$ cat src/rtl/fir_pkg.sv
// fir_pkg: constants and types shared by the TinyTapeout FIR filter and its
// downstream stages.
//   FIR_BW_OUT      - width of the FIR output samples
//   DEF_LOG2_DEC    - default log2 of the decimation factor
//   DEF_FIFO_DEPTH  - default depth of the decimator output FIFO
//   fir_sample_t    - signed FIR output sample
package fir_pkg;

  localparam int FIR_BW_OUT     = 8;
  localparam int DEF_LOG2_DEC   = 2;
  localparam int DEF_FIFO_DEPTH = 4;

  typedef logic signed [FIR_BW_OUT-1:0] fir_sample_t;

endpackage

$ cat src/rtl/fir_decimator_sync_fifo.sv
// sync_fifo: single-clock first-word-fall-through FIFO.
//   clk, reset  - clock, synchronous active-high reset (clears pointers and storage)
//   push, din   - write request and data; accepted when not full, or when a
//                 pop happens in the same cycle
//   pop         - read request; ignored while empty
//   head        - oldest entry, 0 while empty
//   full, empty - occupancy flags, decoded from the pointers
module sync_fifo #(
  parameter int WIDTH = 8,
  parameter int DEPTH = 4
) (
  input  logic             clk,
  input  logic             reset,
  input  logic             push,
  input  logic [WIDTH-1:0] din,
  input  logic             pop,
  output logic [WIDTH-1:0] head,
  output logic             full,
  output logic             empty
);

  localparam int AW = $clog2(DEPTH);

  logic [WIDTH-1:0] mem [DEPTH];
  logic [AW:0]      wr_ptr;
  logic [AW:0]      rd_ptr;
  logic             pop_ok;
  logic             push_ok;

  // The extra pointer MSB separates "full" (MSBs differ) from "empty"
  // (MSBs equal) when the index bits match.
  assign empty = (wr_ptr == rd_ptr);
  assign full  = (wr_ptr[AW] != rd_ptr[AW]) && (wr_ptr[AW-1:0] == rd_ptr[AW-1:0]);

  // A push into a full FIFO still fits when the head leaves in the same
  // cycle: the write slot is the one being vacated, read before the edge.
  assign pop_ok  = pop && !empty;
  assign push_ok = push && (!full || pop_ok);

  assign head = empty ? '0 : mem[rd_ptr[AW-1:0]];

  always_ff @(posedge clk) begin
    if (reset) begin
      wr_ptr <= '0;
      rd_ptr <= '0;
      for (int i = 0; i < DEPTH; i++) begin
        mem[i] <= '0;
      end
    end else begin
      if (push_ok) begin
        mem[wr_ptr[AW-1:0]] <= din;
        wr_ptr <= wr_ptr + 1'b1;
      end
      if (pop_ok) begin
        rd_ptr <= rd_ptr + 1'b1;
      end
    end
  end

endmodule

$ cat src/rtl/fir_decimator.sv
// fir_decimator: averages each non-overlapping block of 2^LOG2_DEC valid FIR
// samples into one decimated sample and queues it for a valid/ready consumer.
//   clk, reset           - clock, synchronous active-high reset
//   in_valid, in_data    - signed FIR sample, counted only when in_valid=1
//   out_valid, out_data  - FIFO head (out_data is 0 while empty)
//   out_ready            - consumer takes out_data this cycle
//   overflow             - sticky, set when a result was dropped on a full FIFO
//   ovf_clear            - clears overflow (a simultaneous drop wins)
module fir_decimator
  import fir_pkg::*;
#(
  parameter int BW_DATA    = FIR_BW_OUT,
  parameter int LOG2_DEC   = DEF_LOG2_DEC,
  parameter int FIFO_DEPTH = DEF_FIFO_DEPTH
) (
  input  logic                      clk,
  input  logic                      reset,
  input  logic                      in_valid,
  input  logic signed [BW_DATA-1:0] in_data,
  output logic                      out_valid,
  input  logic                      out_ready,
  output logic signed [BW_DATA-1:0] out_data,
  output logic                      overflow,
  input  logic                      ovf_clear
);

  // Wide enough for the sum of a full block, so no intermediate overflow.
  localparam int ACC_W = BW_DATA + LOG2_DEC;

  logic signed [ACC_W-1:0]   acc;
  logic        [LOG2_DEC-1:0] cnt;
  logic signed [ACC_W-1:0]   sum;
  logic        [BW_DATA-1:0] result;
  logic                      block_end;
  logic                      fifo_full;
  logic                      fifo_empty;
  logic                      pop;
  logic                      drop;
  logic        [BW_DATA-1:0] head;

  assign sum       = acc + ACC_W'(in_data);
  assign block_end = in_valid && (cnt == '1);

  // Arithmetic shift rounds toward minus infinity; the mean of BW_DATA-bit
  // samples always fits back into BW_DATA bits, so truncation is lossless.
  assign result = BW_DATA'(sum >>> LOG2_DEC);

  assign out_valid = !fifo_empty;
  assign out_data  = head;
  assign pop       = out_valid && out_ready;
  assign drop      = block_end && fifo_full && !pop;

  sync_fifo #(
    .WIDTH (BW_DATA),
    .DEPTH (FIFO_DEPTH)
  ) u_fifo (
    .clk   (clk),
    .reset (reset),
    .push  (block_end),
    .din   (result),
    .pop   (pop),
    .head  (head),
    .full  (fifo_full),
    .empty (fifo_empty)
  );

  // The block restarts at its end even when the result is dropped.
  always_ff @(posedge clk) begin
    if (reset) begin
      acc <= '0;
      cnt <= '0;
    end else if (in_valid) begin
      if (block_end) begin
        acc <= '0;
        cnt <= '0;
      end else begin
        acc <= sum;
        cnt <= cnt + 1'b1;
      end
    end
  end

  always_ff @(posedge clk) begin
    if (reset) begin
      overflow <= 1'b0;
    end else if (drop) begin
      overflow <= 1'b1;
    end else if (ovf_clear) begin
      overflow <= 1'b0;
    end
  end

endmodule

$ cat config.mk
export PLATFORM = sky130hd
export DESIGN_NAME = fir_decimator
export DESIGN_NICKNAME = d
export VERILOG_FILES = /design/src/rtl/fir_pkg.sv /design/src/rtl/fir_decimator_sync_fifo.sv /design/src/rtl/fir_decimator.sv
export SDC_FILE = /design/constraint.sdc
export NUM_CORES = 1
export LEC_CHECK = 0
export CORE_ASPECT_RATIO = 0.9
export CORE_UTILIZATION = 30
export CTS_BUF_LIST = sky130_fd_sc_hd__clkbuf_8
export DETAILED_ROUTE_END_ITERATION = 10
export GPL_TIMING_DRIVEN = 0
export SETUP_SLACK_MARGIN = 0.5
export SYNTH_ARGS = -nofsm -noshare
export SYNTH_HDL_FRONTEND = slang
export SYNTH_SLANG_ARGS = --single-unit
$ cat constraint.sdc
create_clock -name clk -period 2.2 [get_ports clk]
set_input_delay 0.22 -clock clk [delete_from_list [all_inputs] [get_ports clk]]
set_output_delay 0.22 -clock clk [all_outputs]
set_load 0.01 [all_outputs]
* Word-level counts from Yosys, hierarchy flattened
Memories as Yosys holds them, arrays and structs flattened. A register that Yosys moved wholly into a read port is not among the register bits.
Cells that the tools add are included.
W data, S select, Z words.
** Storage, ports and cells
- Flip-flop bits (word level) :: 19
- Bits in writable memories :: 32
- Bits of input ports :: 13
- Output and inout port bits :: 10
- Logic and storage cells :: 42
- Memories :: 1
** Memories
- u_fifo.mem :: depth 4, width 8, read ports 1, clocked after memory_dff 1, write ports 4, RTL line fir_decimator_sync_fifo.sv:24 : logic [WIDTH-1:0] mem [DEPTH];
** Cells by class
- Add/sub/neg operators :: 4
- Equality and inequality tests :: 4
- Mux-type cells :: 15
- Reduce and logical (&&, ||, !) cells :: 13
** Operators with widths (number)
- $mux W8 :: 2
- $add A10 B8 Y10 :: 1
- $mux W10 :: 1
- $mux W1 :: 8
- $mux W2 :: 4
- $reduce_or A8 Y1 :: 1
- $logic_and A1 B1 Y1 :: 7
- $add A3 B1 Y3 const B :: 2
- $eq A3 B3 Y1 :: 1
- $logic_not A1 Y1 :: 3
- $add A2 B1 Y2 const B :: 1
- $eq A2 B2 Y1 :: 1
- $eq A2 B2 Y1 const B :: 1
- $reduce_bool A2 Y1 :: 1
- $logic_or A1 B1 Y1 :: 1
- $ne A1 B1 Y1 :: 1

* Longest topological paths before layout
- Depth after elaboration :: 11
- Mapped depth :: 8
- Depth with buffers taken out :: 8

* Hierarchy
A second synthesis with hierarchy kept.
** Unflattened totals
- Cells, all modules :: 268
- Area total of the unflattened synthesis :: 2909.0 um^2
** Modules (own cells, without submodules)
- sync_fifo :: instances 1, cells an instance 152, area an instance 1954.4 um^2, sequential area each 1121.1 um^2
- fir_decimator :: instances 1, cells an instance 116, area an instance 954.7 um^2, sequential area each 260.2 um^2

* Worst setup path after synthesis
No wires, ideal clock.
- Path type :: register -> register
- Start :: reg cnt[0]
- End :: mem u_fifo.mem[0][0], enable pin
- Setup time :: 334 ps
- Arrival time :: 1990 ps
- Required time :: 1866 ps
- Setup slack :: -125 ps
- Stages on the path, launching flop included :: 9
- Path buffers :: 3
- Clock period less this slack :: 2325 ps
- Cells stage by stage :: dfxtp_1 ha_1 clkbuf_1 nand2_1 or3_1 buf_2 or3_1 buf_6 nand2b_1
** RTL lines
- start, declared :: RTL line fir_decimator.sv:31 : logic [LOG2_DEC-1:0] cnt;
- start signal, assigned :: RTL line fir_decimator.sv:78 : cnt <= cnt + 1'b1;
- end, declared :: RTL line fir_decimator_sync_fifo.sv:24

==> qor.yml <==
floorplanning:
  boundaryPins: 23
  rows: 32
  initial_utilization_pct: 31.1
  die_area_sq_mm: 0.00935
  core_sq_mm: 0.00865
  die_x_um: 102
  fp.dieH_um: 91.8
final_layout:
  diodes: 0
  fin_nets: 335
  final_common_cell: "nor2_1"
  final_layout_size_suffix_gt1_share_pct: 48.1
  most-common-layout-cells: "nor2_1 (37), edfxtp_1 (32), buf_6 (25)"
  final_cell_area_sq_mm: 0.00406
  area_growth_pct: 51.0
global_route:
  first_global_vias: 2055
  antenna_found_initial: 0
  grt_max_degree: 18
  grt_pass1_wl_mm: 9.92
  overflow: 0
  grt_usage_pct: 14.0
logic_synthesis:
  yosysWarningCount: 0
  avgSynthCellArea_sq_um: 11.0
  yosys.area_share.simple_pct: 17.8
  synth_adder_area_share_pct: 6.33
  synth_seq_area_share_pct: 51.3
  synth_edf_count: 32
  synth.area.mux_share_pct: 7.81
  synth-compound-area-share_pct: 8.65
  netlist_top_cells_area: "edfxtp_1 (36%), dfxtp_1 (16%), nor2_1 (7.1%)"
  syn_nets: 270
  synth_top_area_cell: "edfxtp_1"
  synth_flop_cell: "edfxtp_1"
  synth_top_family_by_area: "simple AND/OR/NAND/NOR gates"
  yosysTopAreaCellShare_pct: 35.7
  synth_area_sq_mm: 0.00269
  syn-instance-count: 244
  synth-xor-area-share_pct: 5.40
  synth_cell_types: 43
  synth_seq_cells: 53
  async_flop_share_pct: 0
route:
  via_count: 1989
  vias_per_cell: 4.64
  drt_first_pass_iters: 4
  route.met2.wl_mm: 3.47
  ant_nets: 0
  post_drt_wl_per_cell_um: 15.0
  wl_met3_um: 135
  wl_met1_mm: 2.78
  drtIter0Drc: 68
  topRoutingLayerUsed: "met4"
  drc_errors: 0
  routed_wl_mm: 6.43
timing:
  finalCriticalPeriod_ps: 2310
  max_freq_mhz: 434
  setup_violations: 5
  setup_ws_ps: -106
  tightestPinTransition_ps: 652
  maxSlewHeadroom_pct: 56.5
  hold_violations: 0
  clock-skew-final_ps: 12.3
  fin_crit_sh_pct: 105
  rsz0062_at_grt: "yes"
  setup_tns_ps: -391
  whs_ps: 430
  finalMaxSlewViolations: 0
setup_path:
  ff2ff_setup_slack_ps: -110
  worstSetupStartpointType: "flip-flop"
  required_ps: 2270
  crit_path_end_kind: "flip-flop"
  cp.arrival_ps: 2370
  crit_type: "flip-flop to flip-flop"
  crit_chain: "ha_4 > fa_2 > a21oi_2 > nor2b_1 > o31a_1 > o41ai_4 > xor2_2 > nor2_1"
  cp_slowest_stage_delay_ps: 370
  crit_path_top_delay_cell: "fa_2"
  crit_fanout: 4
hold_path:
  hold_class: "primary input to flip-flop"
clock_network:
  postCtsHoldBufs: 0
  cts_max_path_buffers: 2
  clkSinkCount: 53
  htreeDepth: 2
  cts-buffers-inserted: 5
  clk_latency_ps: 310
  cts-root-buf: "clkbuf_8"
  cts_tree: "yes"
  clkTransAtPathRegs_ps: 100
status:
  status: "complete, but fails checks"
  violations: "setup timing"
placed_design:
  gp_congestion: 0.730
  dp_hpwl_mm: 3.96
  placed_area_sq_mm: 0.00318
  portBuffers: 20
power_and_ir_drop:
  ir_drop_mv: 0.283
  p_leak_nw: 1.56
  p_per_area_mw_per_mm2: 598
  totalPowerFinal_w: 0.00243
flow_run:
  maxCapViolations: 0
[worst max-delay path, delay by kind of cell, from the launching register on]
family          cells  cell delay, ps
fa+ha+maj           2             530
compound gates      3             760
xor+xnor            1             290
flops               1             340
simple gates        2             150
[registers in the layout, summed over array words and instances, names as in the netlist, named ones only]
signal	count
acc	10
cnt	2
overflow	1
u_fifo.mem	32
u_fifo.rd_ptr	3
u_fifo.wr_ptr	3
[cells in the mapped netlist, types with 2 or more instances]
cell type,n
nor2b_1,9
clkbuf_1,8
mux4_2,8
o32ai_1,2
inv_1,6
nor2_2,8
a2bb2oi_1,2
or3_1,2
nand2b_1,5
ha_1,12
mux2i_1,3
a21oi_1,10
nand2_1,13
edfxtp_1,32
nor4_1,3
o21a_1,4
nor3b_1,2
xor2_1,11
nor2_1,51
o211ai_1,2
xnor2_1,3
nor3_1,4
o21bai_1,2
dfxtp_1,21
o21ai_0,3
[power by group]
part           internal, W  total (W)  switching, W  leakage (nW)
combinational     0.000288   0.000627      0.000339         0.993
sequential         0.00109    0.00112     0.0000278         0.508
clock             0.000342   0.000680      0.000338        0.0585
[per-stage QoR]
stage / worst slack (ps) / std cells / utilization (%)
2_1_floorplan: -30.3 / 244 / -
5_1_grt: -214 / 429 / 47.0
3_5_place_dp: -678 / 383 / 36.7
6_report: -106 / 429 / 47.0
4_1_cts: -89.2 / 422 / 44.1
3_3_place_gp: -680 / 383 / 36.7
[layout make-up]
type / instances / area [sq um]
repair buffers: 58 / 573
clock inverters: 3 / 43.8
flip-flops and latches: 53 / 1410
plain buffers: 10 / 90.1
well taps: 119 / 149
multi-input cells: 174 / 1700
inverters: 7 / 28.8
clock buffers: 5 / 68.8
fillers: 782 / 4590
[worst paths after layout]
path,start,to,depth (start not counted)
max,acc[0],u_fifo.mem[3][6],8
min reg2reg,overflow,overflow,2
min,reset,acc[5],2
max reg2reg,acc[0],u_fifo.mem[3][6],8
[timing repair]
item,CTS,global route
endpoints found under the setup margin,86,73
pin swaps,31,27
endpoints found under the hold margin,0,0
setup buffers,31,7
gates resized for setup,103,50
[cells by family (layout without fill, tap and decap cells)]
family / Yosys count / count (layout)
xor gates and xnor gates: 15 / 15
AOI/OAI and AO/OA: 33 / 33
adders and majority gates: 13 / 13
DFF: 53 / 53
and+or+nand+nor: 102 / 102
muxes: 11 / 11
buffers and inverters: 17 / 83
[routing by layer]
layer  vias up  global-route usage, %
met5         -                      0
met4         0                   3.57
met3         5                   2.29
met2        18                   25.2
met1       977                   17.3
li1        989                      -
(Power assumes the default switching activity.)
